File: src/rtl/imm_gen_if.sv
// imm_gen_if: valid/ready instruction-in, immediate-out bundle for imm_gen_pipe
interface imm_gen_if #(parameter int XLEN = 32, parameter int CNT_W = 8);
  logic             in_valid;
  logic             in_ready;
  logic [31:0]      in_instr;
  logic             out_valid;
  logic             out_ready;
  logic [XLEN-1:0]  out_imm;
  logic [2:0]       out_fmt;
  logic             out_illegal;
  logic [CNT_W-1:0] illegal_cnt;
  modport master (
    output in_valid, in_instr, out_ready,
    input  in_ready, out_valid, out_imm, out_fmt, out_illegal, illegal_cnt
  );
  modport slave (
    input  in_valid, in_instr, out_ready,
    output in_ready, out_valid, out_imm, out_fmt, out_illegal, illegal_cnt
  );
endinterface

File: src/rtl/imm_gen_pipe.sv
// imm_gen_pipe: registered RISC-V immediate decoder with valid/ready flow control
module imm_gen_pipe #(
  parameter int XLEN  = 32,
  parameter int CNT_W = 8
) (
  input logic       clk,
  input logic       rst,
  imm_gen_if.slave  bus
);
  logic [31:0]      ins;
  logic             accept;
  logic [2:0]       fmt_d, fmt_q;
  logic [XLEN-1:0]  imm_d, imm_q;
  logic             ill_d, ill_q, valid_q;
  logic [CNT_W-1:0] cnt_d, cnt_q;
  assign ins          = bus.in_instr;
  assign bus.in_ready = !valid_q || bus.out_ready;
  assign accept       = bus.in_valid && bus.in_ready;
  always_comb begin
    fmt_d = 3'd7;
    case (ins[6:0])
      7'b0010011, 7'b0000011, 7'b1100111, 7'b1110011, 7'b0001111: fmt_d = 3'd1;
      7'b0100011: fmt_d = 3'd2;
      7'b1100011: fmt_d = 3'd3;
      7'b0110111, 7'b0010111: fmt_d = 3'd4;
      7'b1101111: fmt_d = 3'd5;
      7'b0110011: fmt_d = 3'd0;
      default: fmt_d = 3'd7;
    endcase
  end
  assign ill_d = fmt_d == 3'd7;
  // Signed size casts replicate instr[31] up to XLEN-1 for every format
  always_comb
    imm_d = fmt_d == 3'd1 ? XLEN'($signed(ins[31:20])) :
            fmt_d == 3'd2 ? XLEN'($signed({ins[31:25], ins[11:7]})) :
            fmt_d == 3'd3 ? XLEN'($signed({ins[31], ins[7], ins[30:25], ins[11:8], 1'b0})) :
            fmt_d == 3'd4 ? XLEN'($signed({ins[31:12], 12'b0})) :
            fmt_d == 3'd5 ? XLEN'($signed({ins[31], ins[19:12], ins[20], ins[30:21], 1'b0})) :
            '0;
  assign cnt_d = (accept && ill_d && !(&cnt_q)) ? cnt_q + 1'b1 : cnt_q;
  always_ff @(posedge clk or posedge rst) begin
    if (rst) begin
      valid_q <= 1'b0;
      imm_q   <= '0;
      fmt_q   <= '0;
      ill_q   <= 1'b0;
      cnt_q   <= '0;
    end else begin
      if (accept) begin
        valid_q <= 1'b1;
        imm_q   <= imm_d;
        fmt_q   <= fmt_d;
        ill_q   <= ill_d;
      end else if (bus.out_ready) begin
        valid_q <= 1'b0;
      end
      cnt_q <= cnt_d;
    end
  end
  assign bus.out_valid   = valid_q;
  assign bus.out_imm     = imm_q;
  assign bus.out_fmt     = fmt_q;
  assign bus.out_illegal = ill_q;
  assign bus.illegal_cnt = cnt_q;
endmodule

File: src/flat_wrapper.sv
// flat-port wrapper written by rule: the top's interface ports become plain ports
module imm_gen_pipe_flat 
#(
  parameter int XLEN  = 32,
  parameter int CNT_W = 8
)
  (clk, rst, bus_in_valid, bus_in_instr, bus_out_ready, bus_in_ready, bus_out_valid, bus_out_imm, bus_out_fmt, bus_out_illegal, bus_illegal_cnt);
  imm_gen_if #(.XLEN(XLEN), .CNT_W(CNT_W)) bus_i ();
  input logic clk;
  input logic rst;
  input wire logic [$bits(bus_i.in_valid)-1:0] bus_in_valid;
  input wire logic [$bits(bus_i.in_instr)-1:0] bus_in_instr;
  input wire logic [$bits(bus_i.out_ready)-1:0] bus_out_ready;
  output wire logic [$bits(bus_i.in_ready)-1:0] bus_in_ready;
  output wire logic [$bits(bus_i.out_valid)-1:0] bus_out_valid;
  output wire logic [$bits(bus_i.out_imm)-1:0] bus_out_imm;
  output wire logic [$bits(bus_i.out_fmt)-1:0] bus_out_fmt;
  output wire logic [$bits(bus_i.out_illegal)-1:0] bus_out_illegal;
  output wire logic [$bits(bus_i.illegal_cnt)-1:0] bus_illegal_cnt;
  assign bus_i.in_valid = bus_in_valid;
  assign bus_i.in_instr = bus_in_instr;
  assign bus_i.out_ready = bus_out_ready;
  assign bus_in_ready = bus_i.in_ready;
  assign bus_out_valid = bus_i.out_valid;
  assign bus_out_imm = bus_i.out_imm;
  assign bus_out_fmt = bus_i.out_fmt;
  assign bus_out_illegal = bus_i.out_illegal;
  assign bus_illegal_cnt = bus_i.illegal_cnt;
  imm_gen_pipe #(.XLEN(XLEN), .CNT_W(CNT_W)) u_core (.clk(clk), .rst(rst), .bus(bus_i));
endmodule
File: config.mk
export PLATFORM = sky130hd
export DESIGN_NAME = imm_gen_pipe_flat
export DESIGN_NICKNAME = d
export VERILOG_FILES = /design/src/rtl/imm_gen_if.sv /design/src/rtl/imm_gen_pipe.sv /design/src/flat_wrapper.sv
export SDC_FILE = /design/constraint.sdc
export NUM_CORES = 1
export LEC_CHECK = 0
export CORE_MARGIN = 4
export CORE_UTILIZATION = 44
export CTS_CLUSTER_DIAMETER = 30
export DETAILED_ROUTE_END_ITERATION = 12
export MAX_ROUTING_LAYER = met4
export PLACE_DENSITY = 0.88
export SLEW_MARGIN = 20
export SYNTH_ARGS = -nofsm -noshare
export SYNTH_HDL_FRONTEND = slang
export SYNTH_SLANG_ARGS = --single-unit
File: constraint.sdc
create_clock -name clk -period 2 [get_ports clk]
set_input_delay 0.5 -clock clk [delete_from_list [all_inputs] [get_ports clk]]
set_output_delay 0.5 -clock clk [all_outputs]
set_load 0.005 [all_outputs]
==> summary.md <==
| Metric | Value |
|---|---|
| Reg power frac | `0.449` |
| Die width | `81.5 um` |
| Initial antenna violation count | `0` |
| FF-to-FF Start | `u_core.bus.illegal_cnt[0]` |
| Final period utilization | `0.978` |
| Worst hold path class | `input pin to asynchronous set/reset pin` |
| Post-DP HPWL | `5.32 mm` |
| Reg-to-reg endpoint | `u_core.bus.illegal_cnt[1]` |
| Pleak | `1.64 nW` |
| Switching power | `0.000702 W` |
| Share of cells above drive strength 1 | `0.221` |
| Critical Path Sink Type | `register` |
| Root buffer cell | `clkbuf_8` |
| Post-route cell area | `3770 um2` |
| Clock Power Share | `0.276` |
| Final min period | `between 1500 and 2000 ps` |
| Setup ws final | `44.1 ps` |
| Yosys warns | `0` |
| Mapped Avg Cell Area | `9.83 um2` |
| Top cells by area, synth | `dfrtp_1 47%, nand2_1 5.7%, a21boi_0 3.5%` |
| Via-per-instance ratio | `5.57` |
| Post-Syn Nets | `279` |
| Crit path max fanout | `6` |
| Max Fclk | `a little over 500 MHz` |
| Worst-margin pin slew | `544 ps` |
| Largest net degree at the start of global routing | `35` |
| Met1 WL | `3.02 mm` |
| Post-Syn Area | `2380 um2` |
| WL met2 | `3.67 mm` |
| Register bit total from synthesis | `45` |
| Synth Flop Type | `dfrtp_1` |
| Post-synth ARST share | `1.00` |
| Status | `finished, final reports clean` |
| Sw frac | `0.282` |
| Worst reg-to-reg path cell count | `5` |
| Comb pwr share | `0.275` |
| Vias in the first global route | `2,544` |
| Reg clk slew, reported paths | `90 ps` |
| First-pass DRT Iterations | `4` |
| Via count | `2,435` |
| Drt initial violations | `164` |
| Die extent in y | `81.5 um` |
| Max-Cap Viols | `0` |
| Final Wtd Congestion | `0.918` |
| RSZ-0062 raised after global routing | `no` |
| Power, Total | `0.00249 W` |
| Tot GR Track Use | `0.243` |
| First-pass GRT wire length | `12.1 mm` |
| Clock latency at the later pin of the worst-skew pair | `around 300 ps` |
| Final Hold Violating Endpoints | `0` |
| TritonCTS buffer count | `5` |
| Post-Synthesis Cells | `242` |
| Core region area | `slightly above 5000 um2` |
| DRC Markers | `0` |
| Area growth, synth to finish | `58.4%` |
| Clock sinks | `45` |
| Post-synth top area share | `0.473` |
| Row count | `26` |
| Placement Setup Slack | `-612 ps` |
| Initial Utilization | `0.460` |
| Met3 Wirelength | `574 um` |
| Placed inst area | `3520 um2` |
| Worst-case clock skew | `10.5 ps` |
| Final net count | `403` |
| Worst EP required | `roughly 2200 ps` |
| Largest area contributor in the netlist | `dfrtp_1` |
| Kind of critical path | `input pin to register` |
| Buffers on Ports | `a little over 80` |
| DRT antenna net count | `0` |
| Htree depth | `2` |
| Pwr dens | `661 nW/um2` |
| Final count of negative-setup-slack endpoints | `0` |
| Max-slew violations | `0` |
| Internal power | `0.00179 W` |
| Fillcell total | `372` |
| VDD IR max | `558 uV` |
| Sequential share of the synthesized area | `0.473` |
| Startpoint types | `input pin` |
| Grt ovf | `0` |
| Rel. slew slack | `0.636` |
| Total die area | `roughly 6600 um2` |
| Antenna Cells | `0` |
| CTS Buffer Depth | `2` |
| Netlist cell types | `48` |
| Number of synthesized flops with an enable pin | `0` |
| Reg2Reg Setup Slack | `360 ps` |
| CP arrival | `2100 ps` |
| Drt total wl | `7.44 mm` |
| Top routing layer used | `met4` |
| WL/cell | `~17 um` |
| IO Pins | `82` |
| CTS tree | `done` |
-- what timing repair did --
action / in CTS / in global routing
hold buffers: 0 / 0
buffers inserted: 5 / 0
cloned: 1 / 1
endpoints found under the setup margin: 29 / 24
pin swaps: 10 / 5
resized for setup: 18 / 12
-- power groups by stage --
stage / Clock (W) / Combinational, W / Sequential (W)
2_1_floorplan: 0 / 0.000263 / 0.00112
3_3_place_gp: 0 / 0.000638 / 0.00113
3_5_place_dp: 0 / 0.000652 / 0.00113
4_1_cts: 0.000702 / 0.000681 / 0.00112
5_1_grt: 0.000752 / 0.000743 / 0.00114
6_report: 0.000688 / 0.000684 / 0.00112
-- routing by layer --
layer,vias up,track usage
li1,1130,-
met1,1185,0.280
met2,104,0.410
met3,16,0.0625
met4,0,0.0828
met5,-,-
-- cell usage after synthesis (3+ instances only) --
cell,n
and3_1,4
nand2b_1,5
nand4_1,4
a21oi_1,15
dfrtp_1,45
nand2_1,36
a22o_1,9
a22oi_1,11
nor3_1,5
a21boi_0,11
inv_1,4
buf_2,4
nor2_1,12
a21o_1,3
clkbuf_1,4
or3_1,4
buf_4,3
o21ai_0,13
a221o_1,4
buf_6,3
nand3_1,5
xnor2_1,6
-- final cells by class --
cell class	count	area, um2	share of cell area
clock buffers	6	72.6	0.0193
clock inverters	2	38.8	0.0103
inverters	4	15.0	0.00399
multi-input cells	179	1220	0.325
flip-flops and latches	45	1130	0.299
well taps	70	87.6	0.0232
repair buffers	131	1200	0.319
-- per-stage QoR --
stage               setup TNS [ps]  instances   util  hold slack [ps]
detailed placement          -16990        422  0.681              464
floorplan                        0        242      -              467
global route                     0        437  0.728              476
global placement            -15250        422  0.681              464
finish                           0        437  0.728              446
CTS                              0        436  0.725              451
-- state kept, by name, indices dropped and copies added (netlist names) --
register and cells:
u_core.bus.out_valid 1, u_core.bus.out_illegal 1, u_core.bus.out_imm 32, u_core.bus.illegal_cnt 8
u_core.bus.out_fmt 3
-- cell usage in the layout (no fill, tap or decap), drive strengths merged, types with 5 or more instances in the layout --
master / count
nor2: 12
nand2b: 5
a21boi: 11
dfrtp: 45
xnor2: 6
clkdlybuf4s50: 74
buf: 50
a22oi: 11
nand2: 36
o21ai: 13
a21oi: 17
nand3: 5
dlygate4sd2: 5
clkbuf: 7
a22o: 9
nor3: 5
-- worst max-delay path by stage --
stage / from / endpoint / slack (ps) / depth (start not counted)
final: bus_in_instr[6] / u_core.bus.out_imm[28] / 40 / 7
after global routing: bus_in_instr[6] / u_core.bus.out_imm[20] / 1 / 7
after CTS: bus_in_instr[6] / u_core.bus.out_imm[13] / 9 / 7
after detailed placement: bus_in_instr[3] / u_core.bus.out_imm[28] / -610 / 5
after global placement: bus_in_instr[5] / u_core.bus.out_imm[27] / -490 / 4
after floorplan: bus_in_instr[6] / u_core.bus.illegal_cnt[1] / 80 / 6
-- worst max-delay path, stage by stage --
cell           delay, ps
dlygate4sd2_1        260
buf_6                130
or3b_4               410
a2111oi_4            360
a211oi_4             110
o41ai_4              140
a22oi_1              190
-- cells by family (layout without fill, tap and decap cells) --
group / Yosys count / after routing / synth area share
simple gates: 85 / 85 / 0.173
compound gates: 81 / 82 / 0.257
flops: 45 / 45 / 0.473
buf+inv: 19 / 143 / 0.0463
xor+xnor: 8 / 8 / 0.0295
fa+ha+maj: 2 / 2 / 0.00947
mux: 2 / 2 / 0.0110
No activity file was read; power rests on OpenSTA's default activity.
